### src/rtl/tl_pkg.sv
`default_nettype none
// ============================================================================
// Module      : tl_pkg
// Description : Shared types and constants for the crossroad traffic light
//               controller: phase enum, lamp encodings, countdown width and
//               small helpers for phase sequencing and lamp lookup.
// Revision    : 1.0 - initial release
// ============================================================================
package tl_pkg;

  localparam int CNT_W = 8;

  // Lamp sets are {red, yellow, green}
  localparam logic [2:0] LAMP_RED = 3'b100;
  localparam logic [2:0] LAMP_YEL = 3'b010;
  localparam logic [2:0] LAMP_GRN = 3'b001;
  localparam logic [2:0] LAMP_OFF = 3'b000;

  typedef enum logic [1:0] {
    NS_GREEN  = 2'd0,
    NS_YELLOW = 2'd1,
    EW_GREEN  = 2'd2,
    EW_YELLOW = 2'd3
  } tl_state_e;

  function automatic tl_state_e next_phase(input tl_state_e s);
    tl_state_e n;
    n = NS_GREEN;
    case (s)
      NS_GREEN:  n = NS_YELLOW;
      NS_YELLOW: n = EW_GREEN;
      EW_GREEN:  n = EW_YELLOW;
      EW_YELLOW: n = NS_GREEN;
      default:   n = NS_GREEN;
    endcase
    return n;
  endfunction

  function automatic logic is_green(input tl_state_e s);
    return (s == NS_GREEN) || (s == EW_GREEN);
  endfunction

  function automatic logic [2:0] ns_lamp(input tl_state_e s);
    logic [2:0] l;
    l = LAMP_RED;
    case (s)
      NS_GREEN:  l = LAMP_GRN;
      NS_YELLOW: l = LAMP_YEL;
      default:   l = LAMP_RED;
    endcase
    return l;
  endfunction

  function automatic logic [2:0] ew_lamp(input tl_state_e s);
    logic [2:0] l;
    l = LAMP_RED;
    case (s)
      EW_GREEN:  l = LAMP_GRN;
      EW_YELLOW: l = LAMP_YEL;
      default:   l = LAMP_RED;
    endcase
    return l;
  endfunction

endpackage
`default_nettype wire

### src/rtl/tl_sec_tick.sv
`default_nettype none
// ============================================================================
// Module      : tl_sec_tick
// Description : Free-running 1 s timebase. Counts 0..CLK_FREQ-1 and wraps;
//               sec_tick is high for the single cycle the count sits at
//               CLK_FREQ-1. clr restarts the count at 0 on the next edge.
// Ports       : clk      - system clock
//               rst_n    - asynchronous active-low reset
//               clr      - synchronous restart of the count
//               sec_tick - one-cycle pulse once per second
// Revision    : 1.0 - initial release
// ============================================================================
module tl_sec_tick #(
  parameter int CLK_FREQ = 50_000_000
) (
  input  logic clk,
  input  logic rst_n,
  input  logic clr,
  output logic sec_tick
);

  localparam int         W      = (CLK_FREQ > 1) ? $clog2(CLK_FREQ) : 1;
  localparam logic [W-1:0] C_LAST = W'(CLK_FREQ - 1);

  logic [W-1:0] cnt_q;
  logic [W-1:0] cnt_d;

  assign sec_tick = (cnt_q == C_LAST);

  always_comb begin
    cnt_d = cnt_q + W'(1);
    if (clr || sec_tick) begin
      cnt_d = '0;
    end
  end

  always_ff @(posedge clk or negedge rst_n) begin
    if (!rst_n) begin
      cnt_q <= '0;
    end else begin
      cnt_q <= cnt_d;
    end
  end

endmodule
`default_nettype wire

### src/rtl/tl_ctrl.sv
`default_nettype none
// ============================================================================
// Module      : tl_ctrl
// Description : Crossroad traffic light phase controller. Cycles
//               NS_GREEN -> NS_YELLOW -> EW_GREEN -> EW_YELLOW, counting each
//               phase down in seconds. A pedestrian request shortens the
//               current green, or the next green if it arrives during yellow.
//               Optional night mode (macro TL_NIGHT_MODE_EN) freezes the
//               phase machine and flashes yellow on both approaches.
// Ports       : clk         - system clock
//               rst_n       - asynchronous active-low reset
//               key_flag    - debounced pedestrian request pulse
//               night_flag  - debounced night-mode toggle pulse (only used
//                             with TL_NIGHT_MODE_EN)
//               ns_light    - north-south {red,yellow,green}, registered
//               ew_light    - east-west {red,yellow,green}, registered
//               countdown   - seconds left in current phase, registered
//               req_pending - request latched during yellow
// Revision    : 1.0 - initial release
// ============================================================================
module tl_ctrl
  import tl_pkg::*;
#(
  parameter int CLK_FREQ = 50_000_000,
  parameter int GREEN_S  = 30,
  parameter int YELLOW_S = 3,
  parameter int SHORT_S  = 5
) (
  input  logic             clk,
  input  logic             rst_n,
  input  logic             key_flag,
  input  logic             night_flag,
  output logic [2:0]       ns_light,
  output logic [2:0]       ew_light,
  output logic [CNT_W-1:0] countdown,
  output logic             req_pending
);

  localparam logic [CNT_W-1:0] C_GREEN  = CNT_W'(GREEN_S);
  localparam logic [CNT_W-1:0] C_YELLOW = CNT_W'(YELLOW_S);
  localparam logic [CNT_W-1:0] C_SHORT  = CNT_W'(SHORT_S);

  tl_state_e        state_q, state_d;
  logic [CNT_W-1:0] cd_q, cd_d;
  logic             req_q, req_d;
  logic [2:0]       ns_q, ns_d;
  logic [2:0]       ew_q, ew_d;
  logic             sec_tick;
  logic             tick_clr;

  tl_sec_tick #(
    .CLK_FREQ (CLK_FREQ)
  ) u_sec_tick (
    .clk      (clk),
    .rst_n    (rst_n),
    .clr      (tick_clr),
    .sec_tick (sec_tick)
  );

`ifdef TL_NIGHT_MODE_EN
  logic night_q, night_d;
  logic blink_q, blink_d;
`else
  logic w_unused_night;
  assign w_unused_night = night_flag;
`endif

  always_comb begin
    state_d  = state_q;
    cd_d     = cd_q;
    req_d    = req_q;
    tick_clr = 1'b0;
`ifdef TL_NIGHT_MODE_EN
    night_d  = night_q;
    blink_d  = blink_q;

    // night_flag is checked first so a coincident key_flag is dropped
    if (night_flag) begin
      if (!night_q) begin
        night_d = 1'b1;
        blink_d = 1'b1;
        cd_d    = '0;
        req_d   = 1'b0;
      end else begin
        // Leave night mode with a fresh phase and a full first second
        night_d  = 1'b0;
        state_d  = NS_GREEN;
        cd_d     = C_GREEN;
        tick_clr = 1'b1;
      end
    end else if (night_q) begin
      if (sec_tick) begin
        blink_d = ~blink_q;
      end
    end else
`endif
    begin
      if (sec_tick && (cd_q == CNT_W'(1))) begin
        // Phase boundary wins over any key. A key arriving in yellow on
        // this same edge still earns the next green the short length.
        state_d = next_phase(state_q);
        if (is_green(state_q)) begin
          cd_d = C_YELLOW;
        end else if (req_q || key_flag) begin
          cd_d = C_SHORT;
        end else begin
          cd_d = C_GREEN;
        end
        req_d = 1'b0;
      end else begin
        if (sec_tick) begin
          cd_d = cd_q - CNT_W'(1);
        end
        if (key_flag) begin
          if (is_green(state_q)) begin
            // Overrides the decrement of a coincident tick
            if (cd_q > C_SHORT) begin
              cd_d = C_SHORT;
            end
          end else begin
            req_d = 1'b1;
          end
        end
      end
    end

    // Lamps are derived from the next state so they change on the same
    // edge as the phase itself.
    ns_d = ns_lamp(state_d);
    ew_d = ew_lamp(state_d);
`ifdef TL_NIGHT_MODE_EN
    if (night_d) begin
      ns_d = blink_d ? LAMP_YEL : LAMP_OFF;
      ew_d = blink_d ? LAMP_YEL : LAMP_OFF;
    end
`endif
  end

  always_ff @(posedge clk or negedge rst_n) begin
    if (!rst_n) begin
      state_q <= NS_GREEN;
      cd_q    <= C_GREEN;
      req_q   <= 1'b0;
      ns_q    <= LAMP_GRN;
      ew_q    <= LAMP_RED;
    end else begin
      state_q <= state_d;
      cd_q    <= cd_d;
      req_q   <= req_d;
      ns_q    <= ns_d;
      ew_q    <= ew_d;
    end
  end

`ifdef TL_NIGHT_MODE_EN
  always_ff @(posedge clk or negedge rst_n) begin
    if (!rst_n) begin
      night_q <= 1'b0;
      blink_q <= 1'b0;
    end else begin
      night_q <= night_d;
      blink_q <= blink_d;
    end
  end
`endif

  assign ns_light    = ns_q;
  assign ew_light    = ew_q;
  assign countdown   = cd_q;
  assign req_pending = req_q;

endmodule
`default_nettype wire

### config.mk
export PLATFORM = sky130hd
export DESIGN_NAME = tl_ctrl
export DESIGN_NICKNAME = d
export VERILOG_FILES = /design/src/rtl/tl_pkg.sv /design/src/rtl/tl_sec_tick.sv /design/src/rtl/tl_ctrl.sv
export SDC_FILE = /design/constraint.sdc
export NUM_CORES = 1
export LEC_CHECK = 0
export BUFFER_PORTS_ARGS = -buffer_cell sky130_fd_sc_hd__clkbuf_2
export CAP_MARGIN = 15
export CORE_ASPECT_RATIO = 0.8
export CORE_MARGIN = 4
export CORE_UTILIZATION = 50
export DETAILED_ROUTE_END_ITERATION = 16
export GPL_TIMING_DRIVEN = 0
export PLACE_DENSITY = 0.75
export SLEW_MARGIN = 20
export SYNTH_ARGS = -nofsm -noshare
export SYNTH_HDL_FRONTEND = slang
export SYNTH_SLANG_ARGS = --single-unit
### constraint.sdc
create_clock -name clk -period 3.4 [get_ports clk]
set_input_delay 0.34 -clock clk [delete_from_list [all_inputs] [get_ports clk]]
set_output_delay 0.34 -clock clk [all_outputs]
set_load 0.05 [all_outputs]
Word level (Yosys, flattened, before mapping)
Cells that the tools add are included.
Operators by class
  $add $sub $neg: 2
  reduce and logical (&&, ||, !) cells: 7
  mux-type cells: 15
  $lt $le $gt $ge: 1
  equal/unequal tests: 9
Operators with widths (count)
  $mux 8: 5
  $add 26x1->26 const B: 1
  $eq 26x26->1 const B: 1
  $mux 26: 1
  $pmux 3 s2: 2
  $mux 5: 2
  $eq 2x2->1 const B: 4
  $eq 8x1->1 const B: 1
  $gt 8x3->1 const B: 1
  $pmux 2 s4: 1
  $sub 8x1->8 const B: 1
  $eq 2x1->1 const B: 2
  $logic_not 2->1: 2
  $mux 1: 3
  $logic_or 1x1->1: 2
  $mux 2: 1
  $ne 2x2->1 const B: 1
  $reduce_and 2->1: 1
  $reduce_bool 2->1: 1
  $logic_and 1x1->1: 1
Word-level totals
  output and inout port bits: 15
  register bits after elaboration: 43
  bits of input ports: 4
  logic and storage cells: 40

Depth between registers and ports, before layout
Gate-level depths: netlist of run 1.
  depth in word-level cells: 6
  gate-level depth with buffers: 7
  depth with buffers taken out: 6

By module
From an unflattened synthesis of run 1, not the netlist that was laid out.
Unflattened totals
  cell total of the unflattened synthesis: 227
  area total of the unflattened synthesis: 2283.4 um2
By module, submodules not included
  tl_sec_tick: area each 1385.1 um2, cells an instance 144, seq. area each 650.6 um2, times used 1
  tl_ctrl: area each 898.4 um2, cells an instance 83, seq. area each 432.9 um2, times used 1

Worst setup path before layout of run 1
No wires, ideal clock.
  path kind: flip-flop to flip-flop
  start: register cd_q[0] (netlist: countdown[0])
  end: register ns_q[1] (netlist: ns_light[1])
  cell stages (with the launch flop): 6
  slack: 986 ps
  buffers on the path: 0
  period minus slack after synthesis: 2414 ps
  data arrival time: 2289 ps
  library setup time: 125 ps
  cells stage by stage: dfrtp_1 -> ha_1 -> nor3b_2 -> nand2_1 -> nor3_4 -> mux2_2
Between the ends
  longest elaborated chain between the ends: 5
  elaborated cells between the ends (all ways): 6
  those cells by class: 2 x eq/ne; 2 x mux; 2 x reduce/logical
Ends and longest elaborated chain
  start: declaration: RTL line tl_ctrl.sv:44  | logic [CNT_W-1:0] cd_q, cd_d;
  start signal: assignment: RTL line tl_ctrl.sv:142  | cd_q <= C_GREEN;
  start signal: assignment: RTL line tl_ctrl.sv:148  | cd_q <= cd_d;
  $eq 8x1->1 *: RTL line tl_ctrl.sv:98  | if (sec_tick && (cd_q == CNT_W'(1))) begin
  $logic_and 1x1->1 *: RTL line tl_ctrl.sv:98
  $mux 2 *: RTL line tl_ctrl.sv:98
  $eq 2x1->1 / $logic_not 2->1 (equally long branches): RTL line tl_pkg.sv:46  | case (s)
  $pmux 3 s2 *: RTL line tl_pkg.sv:46
  net ns_d[1]: RTL line tl_ctrl.sv:46  | logic [2:0] ns_q, ns_d;
  end signal: assignment: RTL line tl_ctrl.sv:150  | ns_q <= ns_d;
  end: declaration: RTL line tl_ctrl.sv:46
Mark *: on every way through the listed nets, which the timed path passes. The rest lies on a longest branch.
A chain may end at the register's enable or synchronous reset.

Worst setup path in the final report of run 1
Same ends and word-level chain as after synthesis.

==> flow_summary_export.csv, run 1 <==
group,metric,value,unit
run_status,run_status,"completed",
detailed_routing,drc,0,
place,gp_routability_congestion,0.924,
place,post-dp-hpwl,3.56,mm
worst_setup_path,critical_path_class,"reg2reg",
sta,worst_slew_pin_slew,928,ps
clocking,cts_max_level,2,
logic_synthesis,synth_fa_ha_area_share,2.67,%
place,place_area,2500,um^2
worst_setup_path,timing.critical_path.max_delay_family,"simple AND/OR/NAND/NOR gates",
final_layout,stdcell_area,2580,um^2
clocking,post_cts_resized,0,
clocking,tritoncts,"yes",
worst_setup_path,setup.worst_path.end_class,"flop",
clocking,number_of_clock_sinks,43,
detailed_routing,aggregate_routed_wire_length,4.96,mm
place,pre_cts_ws,971,ps
logic_synthesis,synthesis.nets,247,
floorplanning,core_region_area,4340,um^2
clocking,postCtsSetupBuffers,0,
grt,grt_usage,18.2,%
sta,fmax,0.405,GHz
final_layout,flow.area_growth_from_synthesis,10.2,%
clocking,hold_buffer_count_at_cts,0,
sta,setup_tns,0,ps
logic_synthesis,synth_top_family_by_area,"simple AND/OR/NAND/NOR gates",
logic_synthesis,post_synthesis_compound_gate_area_fraction,12.4,%
run,cap_violations,0,
detailed_routing,iteration_0_drc_markers,139,
floorplanning,io-pin-count,19,
detailed_routing,via_count,1880,
place,numPlacedInstances,312,
sta,slew-limit-headroom,38.1,%
logic_synthesis,mappedNetlistArea,2340,um^2
final_layout,design.final.nets,271,
logic_synthesis,ys_warn_count,0,
logic_synthesis,mean_instance_size_in_the_synthesized_netlist,9.83,um^2
worst_setup_path,data_arrival_time_at_the_worst_slack_endpoint,2630,ps
detailed_routing,post_drt_via_cell_ratio,5.88,
detailed_routing,drtPass1Iterations,4,
place,io_buffers,17,
logic_synthesis,ys_async_sr_fraction,100,%
detailed_routing,final_antenna_net_count,0,
logic_synthesis,ys_seq_area_share,46.3,%
logic_synthesis,synthesis.instances,238,
sta,final-hold-violation-count,0,
grt,via_count_of_the_first_global_routing_pass,1847,
final_layout,finish.cell_count_without_fillers,320,
worst_setup_path,required,3570,ps
power,vdd_drop_max,0.225,mV
grt,grt_max_degree,44,
detailed_routing,drt-wirelength-per-cell,15.5,um
grt,grt_pass1_wl,8.89,mm
final_layout,insertedDiodeCount,0,
worst_setup_path,cp.buffers_inverters,0,
final_layout,drive_gt1_share,16.0,%
logic_synthesis,synth.ff_latch_count,43,
logic_synthesis,synth-main-ff-cell,"dfrtp_1",
logic_synthesis,yosys.area_share.simple,25.9,%
sta,finalWorstPathRequiredPeriod,2470,ps
sta,layout_setup_ws,931,ps
clocking,max-clock-path-buffers,2,
worst_setup_path,start_kind,"flop",
worst_setup_path,worstPathCellList,"ha_1 -> nor3b_2 -> nand2_1 -> nor3_4 -> mux2_2",
logic_synthesis,synth_xor_xnor_area_share,5.61,%
worst_setup_path,cp_max_fo,9,
sta,clock_skew,7.03,ps
floorplanning,floorplan.die.height,69.2,um
final_layout,n_fill_cell,373,
worst_setup_path,worst_path_largest_cell_delay,520,ps
sta,timing.final.setup_violations,0,
grt,global_route.overflow_total,0,
clocking,cts.reportedPaths.clkPinSlew,80,ps
floorplanning,start_util,54.0,%
floorplanning,fp.dieArea,5840,um^2
clocking,cts_buffers,5,
sta,rsz0062_at_grt,"no",
grt,number_of_antenna_violations_at_the_first_check_in_global_routing,0,
clocking,cts.root.buffer_cell,"clkbuf_8",
clocking,worstSkewPairLatency,280,ps
final_layout,total_area_of_multi_input_combinational_cells,1190,um^2
logic_synthesis,synthMuxAreaShare,4.49,%
hold_path,min_path_type,"in2async",
sta,slew_violations,0,
logic_synthesis,post_synth_edffs,0,
logic_synthesis,synthDistinctLibCells,48,
final_layout,seqCellArea,1080,um^2
power,power_leakage,1.05,nW
worst_setup_path,worst_path_max_delay_cell,"nor3_4",
floorplanning,num_rows,21,
floorplanning,fp.dieW,84.5,um
power,cellPowerDensity,338,nW/um^2
sta,min_period_over_period,72.6,%
## cells in the final DEF (no fill, tap or decap), drive strengths merged, types with 7 or more instances in the layout
cell    netlist  final
dfrtp        37     37
clkbuf        6     29
nand2        21     21
nor2         20     20
a21oi        12     12
nand3        12     12
o21ai        10     10
inv           9      9
xnor2         8      8
nand4         7      7
xor2          7      7
nor4          7      7
nor3          7      7
## registers in the layout (all words and copies together), names as in the netlist
signal / flops
countdown: 8
ew_light: 3
ns_light: 3
req_pending: 1
state_q: 2
u_sec_tick.cnt_q: 26
## routing by layer
layer	up-vias	GRT usage (%)	part of all wire [%]
li1	936	-	-
met1	889	27.9	50
met2	51	26.2	43
met3	4	4.87	6.7
met4	0	2.99	0.32
met5	-	0	0
## through the flow
stage | utilization [%] | hold slack [ps] | power, W
finish | 59.5 | 188 | 0.000870
global route | 59.5 | 268 | 0.000914
floorplan | - | 44.4 | 0.000555
detailed placement | 57.6 | 491 | 0.000575
global placement | 57.6 | 475 | 0.000574
CTS | 59.5 | 271 | 0.000883
## cells by family (layout without fill, tap and decap cells)
family,count (synthesis),after routing
fa+ha+maj,5,5
xor+xnor,15,15
flops,43,43
simple gates,105,105
compound gates,44,44
buf+inv,16,41
mux,10,10
## path summary, 6_finish.rpt
kind,from,endpoint,slack [ps],cells after the start
min reg2reg,u_sec_tick.cnt_q[6],u_sec_tick.cnt_q[6],510,1
max,countdown[0],ns_light[1],930,5
min in group clk,key_flag,req_pending,390,3
max reg2reg,countdown[0],ns_light[1],930,5
max in group asynchronous,rst_n,ns_light[1],2630,1
min,rst_n,countdown[5],190,1
## report_power, final
part / switching (W) / internal [W]
Combinational: 0.0000329 / 0.0000127
Clock: 0.000161 / 0.000144
Sequential: 0.00000446 / 0.000515
## synthesized netlist by cell type, types with 3 or more instances
cell / count / area share, %
nand4_1: 7 / 1.9
dfrtp_1: 37 / 40
clkbuf_1: 6 / 0.96
or3_1: 5 / 1.3
inv_1: 9 / 1.4
xnor2_1: 8 / 3.0
a21oi_1: 12 / 2.6
or4_1: 6 / 1.9
and3_1: 3 / 0.80
nand3_1: 11 / 2.4
nor2_1: 20 / 3.2
xor2_1: 7 / 2.6
ha_1: 5 / 2.7
and4_1: 4 / 1.5
nor3_1: 6 / 1.3
o31ai_1: 6 / 1.9
mux2i_1: 6 / 2.6
o21ai_0: 9 / 1.9
nand2_1: 21 / 3.4
dfstp_2: 6 / 6.7
mux2_2: 4 / 1.9
nor4_1: 6 / 1.6
o22ai_1: 3 / 0.80
## worst reg2reg max path, delay by kind of cell (launching register included)
family                   cells  cell delay, ps
adder cells (fa/ha/maj)      1             200
flip-flops                   1             440
multiplexers                 1             400
AND/OR/NAND/NOR              3            1310
## final cells by class
class / instances / share of cell area (%)
Clock inverter: 1 / 0.194
Buffer: 7 / 1.07
Sequential cell: 43 / 42.0
Timing Repair Buffer: 17 / 3.30
Clock buffer: 7 / 2.96
Multi-Input combinational cell: 179 / 46.4
Inverter: 9 / 1.31
Tap cell: 57 / 2.77
Power figures use the tool's default switching activity.
==> run 2: changes to the inputs <==
==> constraint.sdc (replaced) <==
create_clock -name clk -period 2.5 [get_ports clk]
set_input_delay 0.25 -clock clk [delete_from_list [all_inputs] [get_ports clk]]
set_output_delay 0.25 -clock clk [all_outputs]
set_load 0.05 [all_outputs]
==> flow_summary_export.csv, run 2 (synthesized netlist as in run 1, its figures left out) <==
group,metric,value,unit
run_status,run_status,"completed",
place,post-dp-hpwl,3.56,mm
clocking,worstSkewPairLatency,290,ps
clocking,cts.root.buffer_cell,"clkbuf_8",
final_layout,insertedDiodeCount,0,
worst_setup_path,critical_path_class,"reg2reg",
sta,slew-limit-headroom,36.3,%
final_layout,stdcell_area,2610,um^2
detailed_routing,final_antenna_net_count,0,
floorplanning,fp.dieArea,5840,um^2
grt,grt_pass1_wl,8.89,mm
power,power_leakage,1.07,nW
hold_path,min_path_type,"in2async",
place,place_area,2500,um^2
floorplanning,io-pin-count,19,
power,power_frac_clock,35.2,%
sta,rsz0062_at_grt,"no",
final_layout,flow.area_growth_from_synthesis,11.7,%
final_layout,largest_reg_flops,26,
place,pre_cts_ws,71.1,ps
clocking,cts_buffers,5,
grt,global_route.overflow_total,0,
power,power.internal,0.000914,W
sta,setup_tns,0,ps
sta,clock_skew,8.10,ps
floorplanning,floorplan.die.height,69.2,um
final_layout,largest-register,"u_sec_tick.cnt_q",
detailed_routing,drt-wirelength-per-cell,15.7,um
worst_setup_path,cp_max_fo,9,
floorplanning,core_region_area,4340,um^2
sta,min_period_over_period,90.5,%
grt,via_count_of_the_first_global_routing_pass,1847,
sta,layout_setup_ws,238,ps
power,netSwitchingPower,0.000273,W
clocking,number_of_clock_sinks,43,
final_layout,n_fill_cell,369,
floorplanning,num_rows,21,
detailed_routing,iteration_0_drc_markers,139,
final_layout,design.final.nets,274,
clocking,hold_buffer_count_at_cts,0,
grt,number_of_antenna_violations_at_the_first_check_in_global_routing,0,
worst_setup_path,ff2ff_setup_slack,240,ps
power,share_comb_of_total_power,5.3,%
power,seq_power_share,59.5,%
power,switching_share_of_power,23.0,%
floorplanning,start_util,54.0,%
worst_setup_path,r2r_cells,6,
floorplanning,fp.dieW,84.5,um
sta,timing.final.setup_violations,0,
final_layout,mostFrequentLayoutCells,"dfrtp_1 (37), nand2_1 (21), nor2_1 (20)",
clocking,max-clock-path-buffers,2,
detailed_routing,drtPass1Iterations,5,
detailed_routing,aggregate_routed_wire_length,5.07,mm
place,io_buffers,17,
worst_setup_path,setup.worst_path.end_class,"flop",
sta,slew_violations,0,
worst_setup_path,data_arrival_time_at_the_worst_slack_endpoint,2430,ps
power,cellPowerDensity,454,nW/um^2
detailed_routing,post_drt_via_cell_ratio,5.96,
sta,fmax,0.442,GHz
final_layout,most_common_cell_after_layout_fill_and_taps_aside,"dfrtp_1",
clocking,cts_max_level,2,
final_layout,drive_gt1_share,16.9,%
power,vdd_drop_max,0.307,mV
sta,worst_slew_pin_slew,955,ps
worst_setup_path,timing.rr.end,"ns_light[1]",
clocking,tritoncts,"yes",
grt,grt_usage,18.2,%
worst_setup_path,required,2670,ps
grt,grt_max_degree,44,
place,gp_routability_congestion,0.924,
detailed_routing,drc,0,
worst_setup_path,crit-reg2reg-launch,"countdown[0]",
detailed_routing,via_count,1925,
worst_setup_path,start_kind,"flop",
clocking,cts.reportedPaths.clkPinSlew,80,ps
sta,finalWorstPathRequiredPeriod,2260,ps
run,cap_violations,0,
sta,final-hold-violation-count,0,
[run 2: worst max-delay path by stage]
stage / startpoint / end / slack, ps / cells after the start
after floorplan: countdown[0] / ns_light[1] / 90 / 5
after global placement: countdown[0] / ns_light[1] / 80 / 5
after detailed placement: countdown[0] / ns_light[1] / 70 / 5
after CTS: countdown[0] / ns_light[1] / 30 / 5
after global routing: countdown[0] / ns_light[1] / 60 / 6
final: countdown[0] / ns_light[1] / 240 / 6
[run 2: per-layer routing]
metal	GRT usage (%)	up-vias	part of all wire (%)
met5	0	-	0
met4	2.99	0	0.20
met3	4.87	2	4.6
met2	26.2	44	42
met1	27.9	938	53
li1	-	941	-
[run 2: cell type report]
class / instances / area [um^2] / area share, %
Buffer: 7 / 27.5 / 1.05
Clock buffer: 7 / 76.3 / 2.92
Clock inverter: 1 / 5.00 / 0.192
Inverter: 9 / 33.8 / 1.29
Multi-Input combinational cell: 179 / 1190 / 45.7
Sequential cell: 43 / 1080 / 41.5
Tap cell: 57 / 71.3 / 2.73
Timing Repair Buffer: 20 / 120 / 4.60
[run 2: critical path, cell delays in order, from the launching register on]
cell	delay [ps]
dfrtp_1	440
ha_1	200
nor3b_2	470
nand2_1	320
nor3_4	230
buf_12	150
mux2_2	330
[run 2: per-stage QoR]
| stage | power, W | util [%] | cells | hold WS (ps) |
|---|---|---|---|---|
| 2_1_floorplan | 0.000755 | - | 238 | -45.6 |
| 3_3_place_gp | 0.000781 | 57.6 | 312 | 475 |
| 3_5_place_dp | 0.000782 | 57.6 | 312 | 491 |
| 4_1_cts | 0.00120 | 59.5 | 320 | 181 |
| 5_1_grt | 0.00124 | 60.3 | 323 | 185 |
| 6_report | 0.00119 | 60.3 | 323 | 108 |
[run 2: what timing repair did]
item                                    4_1_cts  5_1_grt
resized for setup                             0        0
buffers inserted                              0        3
endpoints found under the setup margin        0        4
hold endpoints to repair                      0        0
[run 2: power by group through the flow]
stage | Combinational (W) | Clock (W) | Sequential (W)
6_report | 0.0000625 | 0.000418 | 0.000706
3_3_place_gp | 0.0000615 | 0 | 0.000720
3_5_place_dp | 0.0000625 | 0 | 0.000720
2_1_floorplan | 0.0000273 | 0 | 0.000728
5_1_grt | 0.0000701 | 0.000466 | 0.000707
4_1_cts | 0.0000628 | 0.000432 | 0.000706
